$ cat src/rtl/btn_charge_pkg.sv
// Shared types, widths and the squeeze-to-velocity mapping for the button charge front-end.
package btn_charge_pkg;

    localparam int unsigned SQUEEZE_W = 4;
    localparam int unsigned V_W       = 11;

    typedef enum logic [1:0] {
        StIdle,
        StCharge,
        StLock
    } state_e;

    function automatic logic [V_W-1:0] v_of_squeeze(input logic [SQUEEZE_W-1:0] sq,
                                                    input int unsigned base,
                                                    input int unsigned step);
        int unsigned v;
        v = base + 32'(sq) * step;
        return v[V_W-1:0];
    endfunction

endpackage

$ cat src/rtl/btn_charge_if.sv
// Button front-end signal bundle: player/FSM inputs and debounced level, charge and launch outputs.
interface btn_charge_if;
    import btn_charge_pkg::*;

    logic                 i_btn;
    logic                 i_enable;
    logic                 o_btn_level;
    logic                 o_press_pulse;
    logic                 o_charging;
    logic [SQUEEZE_W-1:0] o_squeeze;
    logic                 o_release_pulse;
    logic [V_W-1:0]       o_v_init;

    modport slave (
        input  i_btn, i_enable,
        output o_btn_level, o_press_pulse, o_charging, o_squeeze, o_release_pulse, o_v_init
    );

    modport master (
        output i_btn, i_enable,
        input  o_btn_level, o_press_pulse, o_charging, o_squeeze, o_release_pulse, o_v_init
    );

endinterface

$ cat src/rtl/btn_debounce.sv
// Two-flop synchroniser plus stability counter; level changes only after DEBOUNCE_CYC
// consecutive mismatching samples.
module btn_debounce #(
    parameter int unsigned DEBOUNCE_CYC = 250000
) (
    input  logic clk_i,
    input  logic rst_ni,
    input  logic btn_i,
    output logic level_o,
    output logic rise_o,
    output logic fall_o
);

    localparam int unsigned   CntW    = (DEBOUNCE_CYC > 1) ? $clog2(DEBOUNCE_CYC) : 1;
    localparam logic [CntW-1:0] CntLast = CntW'(DEBOUNCE_CYC - 1);

    logic            s1_q, s2_q;
    logic            level_q, level_d;
    logic            prev_q;
    logic [CntW-1:0] cnt_q, cnt_d;

    always_comb begin
        level_d = level_q;
        cnt_d   = '0;
        if (s2_q != level_q) begin
            if (cnt_q == CntLast) begin
                level_d = ~level_q;
            end else begin
                cnt_d = cnt_q + CntW'(1);
            end
        end
    end

    always_ff @(posedge clk_i or negedge rst_ni) begin
        if (!rst_ni) begin
            s1_q    <= 1'b0;
            s2_q    <= 1'b0;
            cnt_q   <= '0;
            level_q <= 1'b0;
            prev_q  <= 1'b0;
        end else begin
            s1_q    <= btn_i;
            s2_q    <= s1_q;
            cnt_q   <= cnt_d;
            level_q <= level_d;
            prev_q  <= level_q;
        end
    end

    // Edge strobes are valid for the one cycle right after the level flips.
    assign level_o = level_q;
    assign rise_o  = level_q & ~prev_q;
    assign fall_o  = ~level_q & prev_q;

endmodule

$ cat src/rtl/btn_charge.sv
// Debounced button charge meter: measures hold time as a squeeze level and emits a
// one-cycle release pulse with the latched launch velocity.
module btn_charge
    import btn_charge_pkg::*;
#(
    parameter int unsigned DEBOUNCE_CYC    = 250000,
    parameter int unsigned CHARGE_TICK_CYC = 1678333,
    parameter int unsigned SQUEEZE_MAX     = 14,
    parameter int unsigned V_BASE          = 1,
    parameter int unsigned V_STEP          = 9
) (
    input logic         clk_machine,
    input logic         rst_n,
    btn_charge_if.slave btn_bus
);

    localparam int unsigned    TickW    = (CHARGE_TICK_CYC > 1) ? $clog2(CHARGE_TICK_CYC) : 1;
    localparam logic [TickW-1:0] TickLast = TickW'(CHARGE_TICK_CYC - 1);
    localparam logic [SQUEEZE_W-1:0] SqMax = SQUEEZE_W'(SQUEEZE_MAX);

    if (V_BASE + SQUEEZE_MAX * V_STEP >= 2048) begin : g_v_range_check
        $error("btn_charge: V_BASE + SQUEEZE_MAX*V_STEP must fit in 11 bits");
    end

    logic db_level, db_rise, db_fall;

    btn_debounce #(
        .DEBOUNCE_CYC(DEBOUNCE_CYC)
    ) u_debounce (
        .clk_i  (clk_machine),
        .rst_ni (rst_n),
        .btn_i  (btn_bus.i_btn),
        .level_o(db_level),
        .rise_o (db_rise),
        .fall_o (db_fall)
    );

    state_e               state_q, state_d;
    logic [TickW-1:0]     tick_q, tick_d;
    logic [SQUEEZE_W-1:0] squeeze_q, squeeze_d;
    logic                 charging_q, charging_d;
    logic                 press_q, press_d;
    logic                 release_q, release_d;
    logic [V_W-1:0]       v_init_q, v_init_d;

    always_comb begin
        state_d    = state_q;
        tick_d     = tick_q;
        squeeze_d  = squeeze_q;
        charging_d = charging_q;
        press_d    = db_rise;
        release_d  = 1'b0;
        v_init_d   = v_init_q;
        unique case (state_q)
            StIdle: begin
                if (db_rise) begin
                    if (btn_bus.i_enable) begin
                        state_d    = StCharge;
                        charging_d = 1'b1;
                        squeeze_d  = '0;
                        tick_d     = '0;
                    end else begin
                        state_d = StLock;
                    end
                end
            end
            StCharge: begin
                // Losing enable wins over a same-cycle release: abort without a jump.
                if (!btn_bus.i_enable) begin
                    state_d    = db_level ? StLock : StIdle;
                    charging_d = 1'b0;
                    squeeze_d  = '0;
                    tick_d     = '0;
                end else if (db_fall) begin
                    state_d    = StIdle;
                    release_d  = 1'b1;
                    v_init_d   = v_of_squeeze(squeeze_q, V_BASE, V_STEP);
                    charging_d = 1'b0;
                    squeeze_d  = '0;
                    tick_d     = '0;
                end else if (tick_q == TickLast) begin
                    tick_d = '0;
                    if (squeeze_q < SqMax) begin
                        squeeze_d = squeeze_q + SQUEEZE_W'(1);
                    end
                end else begin
                    tick_d = tick_q + TickW'(1);
                end
            end
            StLock: begin
                if (db_fall) begin
                    state_d = StIdle;
                end
            end
            default: state_d = StIdle;
        endcase
    end

    always_ff @(posedge clk_machine or negedge rst_n) begin
        if (!rst_n) begin
            state_q    <= StIdle;
            tick_q     <= '0;
            squeeze_q  <= '0;
            charging_q <= 1'b0;
            press_q    <= 1'b0;
            release_q  <= 1'b0;
            v_init_q   <= '0;
        end else begin
            state_q    <= state_d;
            tick_q     <= tick_d;
            squeeze_q  <= squeeze_d;
            charging_q <= charging_d;
            press_q    <= press_d;
            release_q  <= release_d;
            v_init_q   <= v_init_d;
        end
    end

    assign btn_bus.o_btn_level     = db_level;
    assign btn_bus.o_press_pulse   = press_q;
    assign btn_bus.o_charging      = charging_q;
    assign btn_bus.o_squeeze       = squeeze_q;
    assign btn_bus.o_release_pulse = release_q;
    assign btn_bus.o_v_init        = v_init_q;

endmodule

$ cat src/flat_wrapper.sv
// flat-port wrapper written by rule: the top's interface ports become plain ports
module btn_charge_flat import btn_charge_pkg::*;
#(
    parameter int unsigned DEBOUNCE_CYC    = 250000,
    parameter int unsigned CHARGE_TICK_CYC = 1678333,
    parameter int unsigned SQUEEZE_MAX     = 14,
    parameter int unsigned V_BASE          = 1,
    parameter int unsigned V_STEP          = 9
)
  (clk_machine, rst_n, btn_bus_i_btn, btn_bus_i_enable, btn_bus_o_btn_level, btn_bus_o_press_pulse, btn_bus_o_charging, btn_bus_o_squeeze, btn_bus_o_release_pulse, btn_bus_o_v_init);
  btn_charge_if btn_bus_i ();
  input logic clk_machine;
  input logic rst_n;
  input wire logic [$bits(btn_bus_i.i_btn)-1:0] btn_bus_i_btn;
  input wire logic [$bits(btn_bus_i.i_enable)-1:0] btn_bus_i_enable;
  output wire logic [$bits(btn_bus_i.o_btn_level)-1:0] btn_bus_o_btn_level;
  output wire logic [$bits(btn_bus_i.o_press_pulse)-1:0] btn_bus_o_press_pulse;
  output wire logic [$bits(btn_bus_i.o_charging)-1:0] btn_bus_o_charging;
  output wire logic [$bits(btn_bus_i.o_squeeze)-1:0] btn_bus_o_squeeze;
  output wire logic [$bits(btn_bus_i.o_release_pulse)-1:0] btn_bus_o_release_pulse;
  output wire logic [$bits(btn_bus_i.o_v_init)-1:0] btn_bus_o_v_init;
  assign btn_bus_i.i_btn = btn_bus_i_btn;
  assign btn_bus_i.i_enable = btn_bus_i_enable;
  assign btn_bus_o_btn_level = btn_bus_i.o_btn_level;
  assign btn_bus_o_press_pulse = btn_bus_i.o_press_pulse;
  assign btn_bus_o_charging = btn_bus_i.o_charging;
  assign btn_bus_o_squeeze = btn_bus_i.o_squeeze;
  assign btn_bus_o_release_pulse = btn_bus_i.o_release_pulse;
  assign btn_bus_o_v_init = btn_bus_i.o_v_init;
  btn_charge #(.DEBOUNCE_CYC(DEBOUNCE_CYC), .CHARGE_TICK_CYC(CHARGE_TICK_CYC), .SQUEEZE_MAX(SQUEEZE_MAX), .V_BASE(V_BASE), .V_STEP(V_STEP)) u_core (.clk_machine(clk_machine), .rst_n(rst_n), .btn_bus(btn_bus_i));
endmodule
$ cat config.mk
export PLATFORM = sky130hd
export DESIGN_NAME = btn_charge_flat
export DESIGN_NICKNAME = d
export VERILOG_FILES = /design/src/rtl/btn_charge_pkg.sv /design/src/rtl/btn_charge_if.sv /design/src/rtl/btn_debounce.sv /design/src/rtl/btn_charge.sv /design/src/flat_wrapper.sv
export SDC_FILE = /design/constraint.sdc
export NUM_CORES = 1
export LEC_CHECK = 0
export ABC_AREA = 1
export CORE_MARGIN = 2
export CORE_UTILIZATION = 63
export DETAILED_ROUTE_END_ITERATION = 8
export PLACE_DENSITY = 0.84
export SKIP_LAST_GASP = 1
export SLEW_MARGIN = 20
export SYNTH_ARGS = -nofsm -noshare
export SYNTH_HDL_FRONTEND = slang
export SYNTH_SLANG_ARGS = --single-unit
$ cat constraint.sdc
create_clock -name clk_machine -period 3.8 [get_ports clk_machine]
set_clock_uncertainty 0.05 [all_clocks]
set_input_delay 0.57 -clock clk_machine [delete_from_list [all_inputs] [get_ports clk_machine]]
set_output_delay 0.57 -clock clk_machine [all_outputs]
set_load 0.01 [all_outputs]
Word level (Yosys, flattened, before mapping)
Index checks and enable logic that the tools add are counted.
Widths: inputs -> output; s select.
- add/sub/neg operators: 4
- $mul: 1
- order comparisons: 1
- equal/unequal tests: 10
- multiplexer cells: 29
- bitwise logic cells: 4
- reductions and logical operators: 7
- operators by type and width (cell ; count):
    $mux 21 ; 5
    $pmux 21 s2 ; 1
    $mux 18 ; 2
    $mux 4 ; 6
    $add 21x1->21 const B ; 1
    $eq 21x21->1 const B ; 1
    $add 18x1->18 const B ; 1
    $eq 18x18->1 const B ; 1
    $mux 2 ; 5
    $add 1x8->9 const A ; 1
    $mul 4x4->8 const B ; 1
    $ne 4x2->1 const B ; 2
    $pmux 4 s2 ; 1
    $mux 1 ; 7
    $pmux 2 s3 ; 1
    $reduce_and 3->1 ; 2
    $reduce_and 5->1 ; 1
    $add 4x1->4 const B ; 1
    $lt 4x4->1 const B ; 1
    $reduce_and 4->1 ; 1
    $ne 3x2->1 const B ; 1
    $and 1x1->1 ; 2
    $eq 2x1->1 const B ; 1
    $eq 2x2->1 const B ; 1
    other kinds (8) ; 9
- flip-flop bits (word level): 63
- input port bits: 4
- output and inout port bits: 19
- logic and storage cells: 68

Depth between registers and ports, before layout
- word-level depth: 6
- mapped depth: 11

Modules after synthesis
From an unflattened synthesis, not the netlist that was laid out.
- cell total of the unflattened synthesis: 416
- area total of the unflattened synthesis: 3276.9 sq um
- modules (own cells, without submodules) (module ; times used ; cells an instance ; area an instance (sq um) ; seq. area each (sq um)):
    btn_charge ; 1 ; 272 ; 2138.3 ; 950.9
    btn_debounce ; 1 ; 144 ; 1138.6 ; 550.5

Least setup slack after synthesis
OpenSTA, ideal clock, no wires.
- path type: reg-to-reg
- from: register u_core.squeeze_q[0], in the netlist u_core.btn_bus.o_squeeze[0]
- to: register u_core.v_init_q[6], in the netlist u_core.btn_bus.o_v_init[6]
- library setup time: 0.082 ns
- arrival: 1.542 ns
- path slack: 2.127 ns
- stages on the path, launching flop included: 7
- path buffers: 0
- path through: dfrtp_1 -> ha_1 -> ha_1 -> nand4_1 -> o21ai_0 -> or2_2 -> a31oi_1
- word-level cells in the longest chain between the ends: 2
- ends and longest elaborated chain (element ; RTL line ; text):
    from (decl) ; btn_charge.sv:40 ; logic [SQUEEZE_W-1:0] squeeze_q, squeeze_d;
    from (signal assigned) ; btn_charge.sv:111 ; squeeze_q <= squeeze_d;
    $mul 4x4->8 ; btn_charge_pkg.sv:17 ; v = base + 32'(sq) * step;
    $add 1x8->9 ; btn_charge_pkg.sv:17 ;
    to (signal assigned) ; btn_charge.sv:115 ; v_init_q <= v_init_d;
    to (decl) ; btn_charge.sv:44 ; logic [V_W-1:0] v_init_q, v_init_d;
No other way between the ends.
A chain may end at the register's enable or synchronous reset.

Final worst setup path
- from: register u_core.squeeze_q[2], in the netlist u_core.btn_bus.o_squeeze[2]
- to: output port btn_bus_o_squeeze[2]
- RTL lines (element ; RTL line ; text):
    to (decl) ; flat_wrapper.sv:19 ; output wire logic [$bits(btn_bus_i.o_squeeze)-1:0] btn_bus_o_squeeze;
No word-level cell between the ends.

==> flow_metrics.env <==
export IMPL_fin_crit_ns=2.12
export IMPL_synth_warnings=0
export IMPL_synthDistinctLibCells=40
export IMPL_final_cell_area_um2=3800
export IMPL_critPathTopFamily="buffers and inverters"
export IMPL_core_area_um2=5140
export IMPL_ctsHoldBuffers=0
export IMPL_status="complete, no violations"
export IMPL_tns_ns=0
export IMPL_grt_max_degree=38
export IMPL_worst_pin_slew_ns=0.794
export IMPL_antenna_found_initial=0
export IMPL_synth_top_area_share_pct=44.3
export IMPL_cts_tree="yes"
export IMPL_synth_adder_area_share_pct=2.59
export IMPL_worstSetupPathType="reg -> out"
export IMPL_drive_gt1_share_pct=12.6
export IMPL_synthMuxAreaShare_pct=0
export IMPL_clk_path_buf_depth=2
export IMPL_synth_top_family_by_area="simple AND/OR/NAND/NOR gates"
export IMPL_timing_final_crit_share_pct=55.9
export IMPL_cpPeakStageDelay_ns=0.62
export IMPL_setup_viol=0
export IMPL_cts_buffers=9
export IMPL_grt_use_total_pct=25.7
export IMPL_layout_area_overhead_vs_synth_pct=12.3
export IMPL_place_area_um2=3600
export IMPL_hp_class="in -> async"
export IMPL_post_cts_resize_count=0
export IMPL_maxCapViolations=0
export IMPL_overflow=0
export IMPL_timing_critical_path_buf_inv=1
export IMPL_root_buffer="clkbuf_8"
export IMPL_cellLeakagePower_nw=1.62
export IMPL_critPathSlowestCell="clkdlybuf4s50_1"
export IMPL_ys_flop_type="dfrtp_1"
export IMPL_dieWidth_um=77.3
export IMPL_rsz0062_at_grt="false"
export IMPL_clk_latency_ns=0.33
export IMPL_synth_edf_count=0
export IMPL_met1_usage_pct=35.2
export IMPL_clock_sink_count=60
export IMPL_hold_viol=0
export IMPL_fillCellCount=411
export IMPL_first_global_vias=2754
export IMPL_power_density_nw_per_um2=335
export IMPL_num_rows=26
export IMPL_port_buffer_count=19
export IMPL_yosys_area_top_type="dfrtp_1"
export IMPL_drtIter0Drc=251
export IMPL_viasPerCell=5.52
export IMPL_max_freq_mhz=471
export IMPL_synth_xor_area_share_pct=4.40
export IMPL_mostFrequentLayoutCells="95 x nand2_1, 60 x dfrtp_1, 57 x nor2_1"
export IMPL_async_flop_share_pct=100
export IMPL_first_pass_iters=5
export IMPL_die_y_um=77.3
export IMPL_worstPathRequired_ns=3.18
export IMPL_maxSlewViolCount=0
export IMPL_start_util_pct=65.9
export IMPL_critical_path_arrival_ns=1.50
export IMPL_dpl_hpwl_um=5090
export IMPL_cts_max_level=3
export IMPL_cts_clk_slew_worst_paths_ns=0.07
export IMPL_start_kind="flip-flop"
export IMPL_synth_seq_area_share_pct=44.3
export IMPL_layout_commonest_cell="nand2_1"
export IMPL_avgSynthCellArea_um2=8.00
export IMPL_slew_headroom_pct=47.0
export IMPL_fin_nets=459
export IMPL_syn_cell_area_um2=3390
export IMPL_ys_ff_latch=60
export IMPL_routedWlPerCell_um=13.5
export IMPL_worstSetupEndpointType="output port"
export IMPL_gp_congestion=0.935
export IMPL_antenna_cells=0
export IMPL_synth_simple_gate_area_share_pct=33.8
export IMPL_ir_drop_uv=262
export IMPL_grt_pass1_wl_um=12200
export IMPL_synth_compound_area_share_pct=7.13
export IMPL_drc=0
export IMPL_synthCells=423
export IMPL_critPathMaxFanout=11
export IMPL_postCtsSetupRepairBufs=0
export IMPL_met2_usage_pct=39.1
export IMPL_io_pins=23
export IMPL_totalWireLength_um=7070
export IMPL_antenna_left=0
export IMPL_dieArea_um2=5980
export IMPL_grt_busiest_layer="met2"
export IMPL_vias=2881
export IMPL_yosys_top_cells_area="dfrtp_1 44%, nand2_1 11%, nor2_1 6.3%"
export IMPL_use_met3_pct=5.06
export IMPL_cp_cell_sequence="clkdlybuf4s50_1"
## state kept, by name, summed over array words and instances, names as in the netlist
name	cells
u_core.btn_bus.o_charging	1
u_core.u_debounce.s2_q	1
u_core.btn_bus.o_squeeze	4
u_core.u_debounce.s1_q	1
u_core.u_debounce.cnt_q	18
u_core.u_debounce.level_o	1
u_core.state_q	2
u_core.btn_bus.o_press_pulse	1
u_core.btn_bus.o_v_init	8
u_core.tick_q	21
u_core.u_debounce.prev_q	1
u_core.btn_bus.o_release_pulse	1
## metrics by stage
step	power (mW)	setup WS [ns]	hold WS (ns)	util, %	cells
final	1.27	1.68	0.272	74.0	522
after global routing	1.31	1.62	0.317	74.0	522
after CTS	1.28	1.67	0.300	74.0	522
after detailed placement	0.684	1.58	0.292	70.1	507
after global placement	0.683	1.65	0.282	70.1	507
after floorplan	0.667	2.13	0.224	-	425
## path summary, 6_finish.rpt
check	startpoint	to	slack, ns	cells past startpoint
max	u_core.btn_bus.o_squeeze[2]$_DFFE_PN0P_	btn_bus_o_squeeze[2]	1.68	1
min	rst_n	u_core.btn_bus.o_release_pulse$_DFF_PN0_	0.27	1
max reg2reg	u_core.tick_q[0]$_DFFE_PN0P_	u_core.tick_q[16]$_DFFE_PN0P_	1.97	9
min reg2reg	u_core.u_debounce.s1_q$_DFF_PN0_	u_core.u_debounce.s2_q$_DFF_PN0_	0.30	0
max in group asynchronous	rst_n	u_core.tick_q[1]$_DFFE_PN0P_	2.61	2
min in group clk_machine	u_core.u_debounce.s1_q$_DFF_PN0_	u_core.u_debounce.s2_q$_DFF_PN0_	0.30	0
## report_power, final
group / total (mW) / internal (mW) / switching, mW
clock network: 0.601 / 0.367 / 0.234
registers: 0.645 / 0.642 / 0.00245
logic: 0.0265 / 0.00574 / 0.0207
## synthesized netlist by cell type, types with 3 or more instances
master    number
ha_1           7
inv_1         41
nor2_2        17
buf_4          3
o22ai_1        3
nand2_4        3
or2_2          4
nor2_1        57
nand2_2        3
nand3b_1       3
nand3_1       20
nor3_1        14
nand4_1       11
xor2_1        15
o21ai_0       18
nand2_1       95
o21ai_1        4
inv_2          4
nor2_4         4
dfrtp_1       60
a21oi_1       13
## cell families after synthesis
group	after synthesis
simple gates	239
flops	60
other cells	1
xor+xnor	17
buf+inv	56
compound gates	43
fa+ha+maj	7
## worst reg2reg max path: stages (launching register included)
cell and delay, ns:
dfrtp_1 0.48, inv_1 0.11, ha_1 0.15, nand2_1 0.05, nor2_1 0.12, nand3_1 0.16, o21bai_4 0.22, nand2_4 0.11
inv_4 0.19, nor3_1 0.08
## cell type report
type | instances | area (um^2) | area share (%)
flip-flops and latches | 60 | 1500 | 39.5
inverters | 48 | 188 | 4.94
clock inverters | 2 | 60.1 | 1.58
repair buffers | 20 | 193 | 5.07
clock buffers | 13 | 139 | 3.65
well taps | 70 | 87.6 | 2.30
multi-input cells | 309 | 1630 | 43.0
## layer usage
layer	vias to the layer above	share of wire, %
met2	130	45
li1	1404	-
met3	20	7.2
met5	-	0
met1	1327	45
met4	0	2.6
(Power assumes the default switching activity.)
